**src/rtl/hazard_unit_v2.sv**
```systemverilog
// Hazard and forwarding controller for the 5-stage pipeline: operand forwarding, load-use
// bubbles, mispredict flush, halt drain and saturating stall/flush performance counters.
module hazard_unit_v2 #(
  parameter int unsigned WORD_SIZE    = 16,
  parameter int unsigned RA_W         = 2,
  parameter int unsigned FLUSH_CYCLES = 1,
  parameter int unsigned CNT_W        = 16
) (
  input  logic                 clk,
  input  logic                 reset_n,
  input  logic                 id_valid,
  input  logic                 id_uses_rs,
  input  logic                 id_uses_rt,
  input  logic [RA_W-1:0]      id_rs,
  input  logic [RA_W-1:0]      id_rt,
  input  logic                 id_is_halt,
  input  logic                 br_resolve,
  input  logic [WORD_SIZE-1:0] actual_target,
  input  logic [WORD_SIZE-1:0] predicted_pc,
  input  logic                 ex_valid,
  input  logic                 m_valid,
  input  logic                 wb_valid,
  input  logic                 ex_regwrite,
  input  logic                 m_regwrite,
  input  logic                 wb_regwrite,
  input  logic                 ex_is_load,
  input  logic [RA_W-1:0]      ex_dest,
  input  logic [RA_W-1:0]      m_dest,
  input  logic [RA_W-1:0]      wb_dest,
  input  logic                 if_ready,
  input  logic                 m_ready,
  output logic                 pc_write,
  output logic                 if_write,
  output logic                 id_write,
  output logic                 ex_write,
  output logic                 m_write,
  output logic                 if_bubble,
  output logic                 id_bubble,
  output logic                 redirect_valid,
  output logic [WORD_SIZE-1:0] redirect_pc,
  output logic                 btb_write,
  output logic [1:0]           fwd_a,
  output logic [1:0]           fwd_b,
  output logic                 halted,
  output logic [CNT_W-1:0]     stall_count,
  output logic [CNT_W-1:0]     flush_count
);

  localparam int unsigned FC_W = (FLUSH_CYCLES > 1) ? $clog2(FLUSH_CYCLES) : 1;

  typedef enum logic [1:0] {StRun, StFlush, StDrain, StHalted} state_e;

  state_e          state_q, state_d;
  logic [FC_W-1:0] fcnt_q, fcnt_d;
  logic [CNT_W-1:0] stall_q, flush_q;
  logic            stall_inc, flush_inc;

  logic ex_a, m_a, wb_a, ex_b, m_b, wb_b;
  logic [1:0] fwd_a_raw, fwd_b_raw;
  logic load_use, mispredict;

  assign ex_a = ex_valid && ex_regwrite && (ex_dest == id_rs);
  assign m_a  = m_valid  && m_regwrite  && (m_dest  == id_rs);
  assign wb_a = wb_valid && wb_regwrite && (wb_dest == id_rs);
  assign ex_b = ex_valid && ex_regwrite && (ex_dest == id_rt);
  assign m_b  = m_valid  && m_regwrite  && (m_dest  == id_rt);
  assign wb_b = wb_valid && wb_regwrite && (wb_dest == id_rt);

  assign fwd_a_raw = ex_a ? 2'd1 : m_a ? 2'd2 : wb_a ? 2'd3 : 2'd0;
  assign fwd_b_raw = ex_b ? 2'd1 : m_b ? 2'd2 : wb_b ? 2'd3 : 2'd0;

  // A loaded value is not available until MEM, so an EX-stage load match must bubble.
  assign load_use   = id_valid && ex_is_load &&
                      ((id_uses_rs && ex_a) || (id_uses_rt && ex_b));
  assign mispredict = br_resolve && (actual_target != predicted_pc);

  assign redirect_pc = actual_target;
  assign stall_count = stall_q;
  assign flush_count = flush_q;

  always_comb begin
    pc_write       = 1'b1;
    if_write       = 1'b1;
    id_write       = 1'b1;
    ex_write       = 1'b1;
    m_write        = 1'b1;
    if_bubble      = 1'b0;
    id_bubble      = 1'b0;
    redirect_valid = 1'b0;
    btb_write      = 1'b0;
    halted         = 1'b0;
    fwd_a          = fwd_a_raw;
    fwd_b          = fwd_b_raw;
    flush_inc      = 1'b0;
    state_d        = state_q;
    fcnt_d         = fcnt_q;

    case (state_q)
      StRun: begin
        if (!m_ready) begin
          {pc_write, if_write, id_write, ex_write, m_write} = 5'b00000;
        end else if (load_use) begin
          pc_write  = 1'b0;
          if_write  = 1'b0;
          id_bubble = 1'b1;
        end else if (mispredict) begin
          redirect_valid = 1'b1;
          if_bubble      = 1'b1;
          btb_write      = 1'b1;
          flush_inc      = 1'b1;
          if (FLUSH_CYCLES > 1) begin
            state_d = StFlush;
            fcnt_d  = FC_W'(FLUSH_CYCLES - 1);
          end
        end else begin
          btb_write = br_resolve;
          if (id_is_halt && id_valid) begin
            pc_write  = 1'b0;
            if_bubble = 1'b1;
            state_d   = StDrain;
          end else if (!if_ready) begin
            pc_write  = 1'b0;
            if_bubble = 1'b1;
          end
        end
      end
      StFlush: begin
        if (!m_ready) begin
          {pc_write, if_write, id_write, ex_write, m_write} = 5'b00000;
        end else begin
          if_bubble = 1'b1;
          pc_write  = if_ready;
          fcnt_d    = fcnt_q - FC_W'(1);
          if (fcnt_q == FC_W'(1)) state_d = StRun;
        end
      end
      StDrain: begin
        pc_write  = 1'b0;
        if_write  = 1'b0;
        id_bubble = 1'b1;
        ex_write  = m_ready;
        m_write   = m_ready;
        if (!ex_valid && !m_valid && !wb_valid) state_d = StHalted;
      end
      StHalted: begin
        {pc_write, if_write, id_write, ex_write, m_write} = 5'b00000;
        halted = 1'b1;
      end
      default: state_d = StRun;
    endcase

    stall_inc = ((state_q == StRun) || (state_q == StFlush)) && !pc_write;

    if (!reset_n) begin
      {pc_write, if_write, id_write, ex_write, m_write} = 5'b11111;
      if_bubble      = 1'b0;
      id_bubble      = 1'b0;
      redirect_valid = 1'b0;
      btb_write      = 1'b0;
      halted         = 1'b0;
      fwd_a          = 2'd0;
      fwd_b          = 2'd0;
    end
  end

  always_ff @(posedge clk) begin
    if (!reset_n) begin
      state_q <= StRun;
      fcnt_q  <= '0;
      stall_q <= '0;
      flush_q <= '0;
    end else begin
      state_q <= state_d;
      fcnt_q  <= fcnt_d;
      if (stall_inc && (stall_q != '1)) stall_q <= stall_q + CNT_W'(1);
      if (flush_inc && (flush_q != '1)) flush_q <= flush_q + CNT_W'(1);
    end
  end

endmodule

```
**config.mk**
```make
export PLATFORM = sky130hd
export DESIGN_NAME = hazard_unit_v2
export DESIGN_NICKNAME = d
export VERILOG_FILES = /design/src/rtl/hazard_unit_v2.sv
export SDC_FILE = /design/constraint.sdc
export NUM_CORES = 1
export LEC_CHECK = 0
export BUFFER_PORTS_ARGS = -buffer_cell sky130_fd_sc_hd__buf_4
export CAP_MARGIN = 25
export CORE_MARGIN = 2
export CORE_UTILIZATION = 47
export CTS_BUF_LIST = sky130_fd_sc_hd__clkbuf_8 sky130_fd_sc_hd__clkbuf_16
export CTS_CLUSTER_DIAMETER = 30
export DETAILED_ROUTE_END_ITERATION = 10
export GPL_TIMING_DRIVEN = 0
export HOLD_SLACK_MARGIN = 0.03
export MAX_ROUTING_LAYER = met4
export PLACE_DENSITY = 0.81
export SLEW_MARGIN = 30
export SYNTH_ARGS = -nofsm -noshare
export SYNTH_HDL_FRONTEND = slang
export SYNTH_SLANG_ARGS = --single-unit
```
**constraint.sdc**
```tcl
create_clock -name clk -period 2.8 [get_ports clk]
set_clock_uncertainty 0.2 [all_clocks]
set_input_delay 0 -clock clk [delete_from_list [all_inputs] [get_ports clk]]
set_output_delay 0 -clock clk [all_outputs]
set_load 0.01 [all_outputs]
```
# After elaboration in Yosys (flattened, before gate mapping)
# Index checks and enable logic that the tools add are counted.
[totals]
regBits = 35
in_bits = 58
output_inout_bits = 62
wordCells = 114
[classes]
n_addsub = 3
n_eq_ne = 19
muxes = 56
n_reduce_logical = 32
[ops]
columns = ["cell", "count"]
rows = [
  ["1-bit two-way mux", 34],
  ["16-bit by 1-bit adder with 16-bit output, second input constant", 2],
  ["16-bit != test, second input constant", 2],
  ["2-bit two-way mux", 15],
  ["1-bit logical AND", 20],
  ["16-bit != test", 1],
  ["2-bit != test, second input constant", 7],
  ["2-bit equality test", 6],
  ["1-bit case mux with 3 select lines", 3],
  ["8-bit AND reduction", 1],
  ["1-bit case mux with 2 select lines", 3],
  ["2-bit case mux with 3 select lines", 1],
  ["2-bit equality test, second input constant", 2],
  ["1-bit zero test", 4],
  ["2-bit OR reduction", 2],
  ["3-bit nonzero test", 1],
  ["2-bit by 1-bit equality test with 1-bit output, second input constant", 1],
  ["2-bit zero test", 1],
  ["1-bit logical OR", 2],
  ["2-bit AND reduction", 1],
  ["1-bit subtractor, second input constant", 1],
]

# Depth between registers and ports, before layout
# Gate-level depths: netlist of run 1.
[logic_depth]
word_depth = 11
ltp_mapped = 9
mapped_depth_nobuf = 6

# Worst setup path before layout of run 1
# Ideal clock, no wire load.
[synth_timing]
path_kind = "flip-flop to flip-flop"
from = "register flush_q[0] (netlist: flush_count[0])"
to = "register flush_q[14] (netlist: flush_count[14])"
setup_time_ns = 0.070
t_arrival_ns = 1.947
t_required_ns = 2.530
slack_ns = 0.582
stages_incl_launch_ff = 8
n_path_buf = 1
period_less_slack_ns = 2.218
cell_sequence = "dfxtp_1 ha_1 and2_1 nand4_1 or3b_1 buf_2 or4_1 a21oi_1"
[synth_between]
elab_chain_len = 2
word_cells_on_any_way = 3
cone_classes = "add/sub: 1; eq/ne: 1; reduce/logical: 1"
[synth_lines]
columns = ["item", "line_no", "rtl"]
rows = [
  ["from (decl)", "55", "logic [CNT_W-1:0] stall_q, flush_q;"],
  ["from (signal assigned)", "176", "if (flush_inc && (flush_q != '1)) flush_q <= flush_q + CNT_W'(1);"],
  ["parallel branches: the longest is 2 deep, another holds 16-bit by 1-bit adder with 16-bit output", "--", ""],
]
# Several ways; the timed one is not identified.
# A chain may end at the register's enable or synchronous reset.

# Worst setup path in the final report of run 1
[layout_timing]
from = "register state_q[0]"
to = "register state_q[1]"
[layout_between]
elab_chain_len = 3
word_cells_on_any_way = 13
cone_classes = "eq/ne: 9; mux: 1; reduce/logical: 3"
[layout_lines]
columns = ["item", "line_no", "rtl"]
rows = [
  ["from (decl)", "53", "state_e state_q, state_d;"],
  ["from (signal assigned)", "168", "state_q <= StRun;"],
  ["from (signal assigned)", "173", "state_q <= state_d;"],
  ["2-bit equality test, or another cell as far along", "98", "case (state_q)"],
  ["2-bit != test (no source line) / 3-bit nonzero test (equally long branches)", "--", ""],
  ["8-bit AND reduction (no source line)", "--", ""],
]
# Parallel ways exist; a longest one is shown, timed or not.

==> results of run 1 <==
## through the flow
step,cells,hold slack (ps),setup WS (ps),instance area [um2]
after global routing,518,84.7,42.0,3590
after detailed placement,504,81.3,322,3430
after CTS,518,55.2,159,3580
after floorplan,315,-108,582,2450
final,518,56.0,150,3590
after global placement,504,78.1,369,3430
## worst min-delay path, cell delays in order
cell and delay (ps):
buf_4 80, nand4_1 160, nand2_1 160, o41ai_1 90
## flip-flops by register name, indices dropped and copies added (netlist names)
register     flops
stall_count     16
state_q          2
flush_count     16
fcnt_q           1
## area by class of cell
cell class | instances | share of cell area (%)
Buffer | 30 | 5.19
Inverter | 8 | 0.837
Clock inverter | 1 | 0.105
Sequential cell | 35 | 19.5
Multi-Input combinational cell | 242 | 42.9
Timing Repair Buffer | 127 | 27.1
Tap cell | 70 | 2.44
Clock buffer | 5 | 1.92
## logic make-up after synthesis
logic type / after synthesis
XOR/XNOR: 30
multiplexers: 8
buffers and inverters: 38
AO/OA/AOI/OAI: 57
flip-flops: 35
AND/OR/NAND/NOR: 145
adder cells (fa/ha/maj): 2
## final timing paths
kind | slack [ps] | startpoint | end | cells after the start
max | 150 | state_q[0] | state_q[1] | 7
min reg2reg | 290 | stall_count[4] | stall_count[4] | 2
max reg2reg | 150 | state_q[0] | state_q[1] | 7
min | 60 | id_uses_rt | state_q[1] | 4
## power by group
| part | switching [uW] | internal (uW) | leakage (uW) |
|---|---|---|---|
| clock | 171 | 162 | 0.0000413 |
| combinational | 141 | 162 | 0.00116 |
| sequential | 9.44 | 506 | 0.000283 |
| total | 321 | 830 | 0.00149 |
## metal layers
metal	part of all wire (%)	vias up	GRT usage, %	wire length (um)
met2	52	136	46.8	3790
met1	41	1302	29.4	3040
li1	-	1393	-	-
met4	1.1	0	6.55	78
met5	0	-	-	0
met3	6.1	7	4.74	448
## cells in the final DEF (no fill, tap or decap), drive strengths merged, types with 8 or more instances in the layout
master       count
buf            140
nand2           38
dfxtp           35
a21oi           26
xnor2           20
nand4           16
o21ai           14
nand3           14
clkbuf          14
or3             12
xor2            10
nor2            10
nand2b           9
inv              9
or4              8
mux2i            8
dlygate4sd3      8
## repair_timing
| action | in CTS | in global routing |
|---|---|---|
| endpoints found under the setup margin | 0 | 1 |
| endpoints found under the hold margin | 8 | 0 |
| buffers inserted | 0 | 0 |
| hold buffers | 8 | 0 |
| gates resized for setup | 0 | 1 |
==> flow_metrics.env, run 1 <==
export IMPL_fp_row_count=26
export IMPL_critical_path_top_delay_family="buffers and inverters"
export IMPL_die_width_um=76.2
export IMPL_end_kind="flop"
export IMPL_grt_max_degree=11
export IMPL_synth_xor_area_share_pct=10.7
export IMPL_synth_edff_count=0
export IMPL_synth_cells=315
export IMPL_max_slew_worst_pin_slew_ps=627
export IMPL_max_stage_delay_ps=620
export IMPL_area_of_the_core_region_um2=5070
export IMPL_cts_tree="yes"
export IMPL_antenna_diodes=0
export IMPL_gp_congestion=0.827
export IMPL_rsz0062_at_grt="false"
export IMPL_ir_drop_mv=0.180
export IMPL_synthArstFlopShare_pct=0
export IMPL_ys_warnings=0
export IMPL_finish_net_count=509
export IMPL_muxShareOfSynthArea_pct=3.27
export IMPL_timing_critical_path_arrival_ps=2630
export IMPL_synth_main_ff_cell="dfxtp_1"
export IMPL_layout_area_seq_um2=701
export IMPL_layout_area_overhead_vs_synth_pct=46.5
export IMPL_outcome="finished, final reports clean"
export IMPL_crit_chain="clkbuf_1 > nand2b_1 > nor4_2 > dlygate4sd3_1 > a31oi_1 > dlygate4sd3_1 > o41ai_1"
export IMPL_post_synth_top_count_cell="nand2_1"
export IMPL_ys_seq_elements=35
export IMPL_synth_common_cells="nand2_1 (38), dfxtp_1 (35), a21oi_1 (26), xnor2_1 (20), buf_4 (17)"
export IMPL_route_detailed_drc=0
export IMPL_period_minus_slack_ps=2650
export IMPL_fp_dieArea_um2=5810
export IMPL_setup_viol=0
export IMPL_via_count=2838
export IMPL_proportion_of_synthesized_chip_area_in_sequential_cells_pct=28.6
export IMPL_cp_max_fo=9
export IMPL_port_buffers=119
export IMPL_setup_tns_ps=0
export IMPL_critPathMostFrequentCell="dlygate4sd3_1"
export IMPL_floorplan_die_height_um=76.2
export IMPL_clk_insertion_delay_late_ps=290
export IMPL_maxSlewHeadroom_pct=57.9
export IMPL_fraction_of_synthesized_cell_area_taken_by_the_top_area_cell_type_pct=28.6
export IMPL_criticalPathCategory="reg -> reg"
export IMPL_p_per_area_nw_per_um2=321
export IMPL_synth_simple_gate_area_share_pct=33.7
export IMPL_cts_htree_levels=2
export IMPL_fin_util_pct=70.7
export IMPL_start_util_pct=48.3
export IMPL_clk_pin_slew_worst_paths_ps=70
export IMPL_via_count_of_the_first_global_routing_pass=2719
export IMPL_antenna_found_initial=0
export IMPL_cts_root_buf="clkbuf_8"
export IMPL_cts_sink_count=35
export IMPL_synthAdderAreaFrac_pct=1.02
export IMPL_min_period_over_period_pct=94.6
export IMPL_fmax_mhz=377
export IMPL_drt_iter0_markers=111
export IMPL_detail_route_wl_per_cell_um=14.2
export IMPL_grt_first_pass_wirelength_um=12100
export IMPL_ant_nets=0
export IMPL_leakage_power_uw=0.00149
export IMPL_crit_path_top_delay_cell="dlygate4sd3_1"
export IMPL_synth_cell_types=47
export IMPL_crit_path_required_time_ps=2780
export IMPL_main_combinational_cell_family_by_area_after_synthesis="simple AND/OR/NAND/NOR gates"
export IMPL_layout_filler_cells=443
export IMPL_hpwl_um=5720
export IMPL_share_of_final_layout_standard_cells_stronger_than_drive_strength_1_pct=34.6
export IMPL_power_consumption_uw=1150
export IMPL_yosysTopAreaCell="dfxtp_1"
export IMPL_grt_use_total_pct=25.8
export IMPL_detail_route_vias_per_cell=5.48
export IMPL_post_route_wl_um=7350
export IMPL_syn_area_um2=2450
export IMPL_report_final_hold_viol_count=0
export IMPL_cts_inserted_buffers=5
export IMPL_synth_compound_area_share_pct=13.8
export IMPL_hold_class="in -> reg"
export IMPL_top_cells_by_area_synth="dfxtp_1 (29%), xnor2_1 (7.2%), nand2_1 (5.8%)"
export IMPL_number_of_nets_in_the_synthesized_netlist=375
export IMPL_multi_input_comb_area_um2=1540
export IMPL_top_level_ports=120
export IMPL_drt_pass1_iterations=4
export IMPL_final_max_slew_viol_count=0
export IMPL_gr_total_overflow=0
export IMPL_max_clock_path_buffers=2
export IMPL_synth_avg_cell_area_um2=7.78
export IMPL_worstSetupStartpointType="flop"
export IMPL_max_cap_viol_count=0
export IMPL_path_buf_inv=3
Note: power is estimated with default switching activity, not from simulation.
==> inputs of run 2 (changes only) <==
--- a/config.mk
+++ b/config.mk
@@ -16,6 +16,7 @@
 export HOLD_SLACK_MARGIN = 0.03
 export MAX_ROUTING_LAYER = met4
 export PLACE_DENSITY = 0.81
+export SETUP_SLACK_MARGIN = 0.5
 export SLEW_MARGIN = 30
 export SYNTH_ARGS = -nofsm -noshare
 export SYNTH_HDL_FRONTEND = slang
==> flow_metrics.env, run 2 (synthesis gave the netlist of run 1 again) <==
export IMPL_outcome="finished, final reports clean"
export IMPL_rsz0062_at_grt="false"
export IMPL_setup_tns_ps=0
export IMPL_antenna_diodes=0
export IMPL_max_cap_viol_count=0
export IMPL_gr_usage_met2_pct=46.2
export IMPL_antenna_found_initial=0
export IMPL_critPathMostFrequentCell="buf_4"
export IMPL_timing_critical_path_arrival_ps=2050
export IMPL_top_level_ports=120
export IMPL_gr_total_overflow=0
export IMPL_cts_root_buf="clkbuf_8"
export IMPL_grt_max_degree=11
export IMPL_hpwl_um=5720
export IMPL_min_period_over_period_pct=80.3
export IMPL_startpoint_of_the_tightest_hold_check_path="id_uses_rt"
export IMPL_regToRegEndpoint="flush_count[14]"
export IMPL_leakage_power_uw=0.00154
export IMPL_share_of_final_layout_standard_cells_stronger_than_drive_strength_1_pct=38.8
export IMPL_period_minus_slack_ps=2250
export IMPL_cts_tree="yes"
export IMPL_timing_critical_path_to="pc_write"
export IMPL_timing_reg2reg_worst_path_depth=7
export IMPL_fmax_mhz=445
export IMPL_area_of_the_core_region_um2=5070
export IMPL_floorplan_die_height_um=76.2
export IMPL_cp_max_fo=6
export IMPL_layout_area_overhead_vs_synth_pct=50.0
export IMPL_p_per_area_nw_per_um2=316
export IMPL_drt_pass1_iterations=4
export IMPL_power_switching_share_pct=27.9
export IMPL_p_switching_uw=323
export IMPL_worstSetupStartpointType="flop"
export IMPL_drt_iter0_markers=120
export IMPL_grt_first_pass_wirelength_um=12200
export IMPL_worstSetupStartpoint="state_q[1]"
export IMPL_detail_route_vias_per_cell=5.48
export IMPL_grt_most_used_layer="met2"
export IMPL_path_buf_inv=3
export IMPL_start_util_pct=48.3
export IMPL_power_consumption_uw=1160
export IMPL_setup_viol=0
export IMPL_crit_path_top_delay_cell="or4_4"
export IMPL_crit_chain="nor2b_4 > buf_4 > and3_1 > and3_2 > clkbuf_2 > or4_4 > buf_4"
export IMPL_timing_rr_start="flush_count[0]"
export IMPL_clk_pin_slew_worst_paths_ps=70
export IMPL_clk_insertion_delay_late_ps=290
export IMPL_layout_cells_most_common_list="buf_4 (140), nand2_1 (38), dfxtp_1 (31)"
export IMPL_final_setup_worst_slack_ps=550
export IMPL_route_detailed_drc=0
export IMPL_cts_htree_levels=2
export IMPL_maxSlewHeadroom_pct=62.3
export IMPL_hold_class="in -> reg"
export IMPL_cts_sink_count=35
export IMPL_via_count_of_the_first_global_routing_pass=2741
export IMPL_port_buffers=119
export IMPL_clkPwrFrac_pct=28.6
export IMPL_crit_path_required_time_ps=2600
export IMPL_cts_inserted_buffers=5
export IMPL_via_count=2854
export IMPL_critical_path_depth=7
export IMPL_ir_drop_mv=0.177
export IMPL_post_route_wl_um=7410
export IMPL_max_slew_worst_pin_slew_ps=565
export IMPL_fp_row_count=26
export IMPL_detail_route_wl_per_cell_um=14.2
export IMPL_report_final_hold_viol_count=0
export IMPL_max_stage_delay_ps=500
export IMPL_finish_net_count=512
export IMPL_p_int_uw=837
export IMPL_gp_congestion=0.827
export IMPL_gr_usage_met3_pct=4.27
export IMPL_ant_nets=0
export IMPL_max_clock_path_buffers=2
export IMPL_critical_path_top_delay_family="simple AND/OR/NAND/NOR gates"
export IMPL_sequentialPowerShare_pct=44.4
export IMPL_criticalPathCategory="reg -> out"
export IMPL_die_width_um=76.2
export IMPL_grt_use_total_pct=25.9
export IMPL_fp_dieArea_um2=5810
export IMPL_layout_filler_cells=425
export IMPL_register_to_register_setup_slack_ps=560
export IMPL_final_max_slew_viol_count=0
export IMPL_combinationalPowerShare_pct=27.0
export IMPL_placement_setup_slack_ps=322
export IMPL_end_kind="output pin"
export IMPL_layout_commonest_cell="buf_4"
export IMPL_grtUsageMet1_pct=30.1
==> run 2: tightest hold or removal path, cell delays in order <==
cell and delay, ps:
buf_4 80, nand4_1 170, nand2_1 160, o41ai_1 90
==> run 2: worst min path at each step <==
stage                           to  slack, ps  cells past startpoint
floorplan           redirect_pc[0]       -110                      1
global placement    redirect_pc[1]         80                      3
detailed placement  redirect_pc[4]         80                      3
CTS                     state_q[1]         50                      4
global route            state_q[1]         80                      4
finish                  state_q[1]         60                      4
==> run 2: layout make-up <==
cell class / instances / area (um2) / share of cell area (%)
plain buffers: 30 / 200 / 5.45
clock buffers: 5 / 68.8 / 1.87
clock inverters: 1 / 3.75 / 0.102
inverters: 8 / 30.0 / 0.817
multi-input cells: 242 / 1580 / 43.0
flip-flops and latches: 35 / 708 / 19.3
well taps: 70 / 87.6 / 2.38
repair buffers: 130 / 996 / 27.1
==> run 2: repair_timing <==
action	in CTS	in global routing
hold endpoints to repair	7	0
setup endpoints to repair	14	17
pin swaps	1	2
resized for setup	9	19
setup buffers	2	1
hold buffers	8	0
==> run 2: routing by layer <==
layer  part of all wire (%)  routed length, um
met1                     42               3080
met2                     51               3770
met3                    5.9                439
met4                    1.6                119
met5                      0                  0
==> run 2: stage by stage <==
step	std cells	hold WS [ps]	cell area, um2	util, %
floorplan	315	-108	2450	-
global placement	504	78.1	3430	67.6
detailed placement	504	81.3	3430	67.6
CTS	520	46.9	3620	71.4
global route	521	77.9	3670	72.4
finish	521	55.1	3670	72.4
==> run 2: power groups by stage <==
stage	sequential [uW]	combinational (uW)	clock [uW]
after floorplan	528	139	0
after global placement	526	287	0
after detailed placement	526	294	0
after CTS	515	306	340
after global routing	517	337	362
final	516	313	332
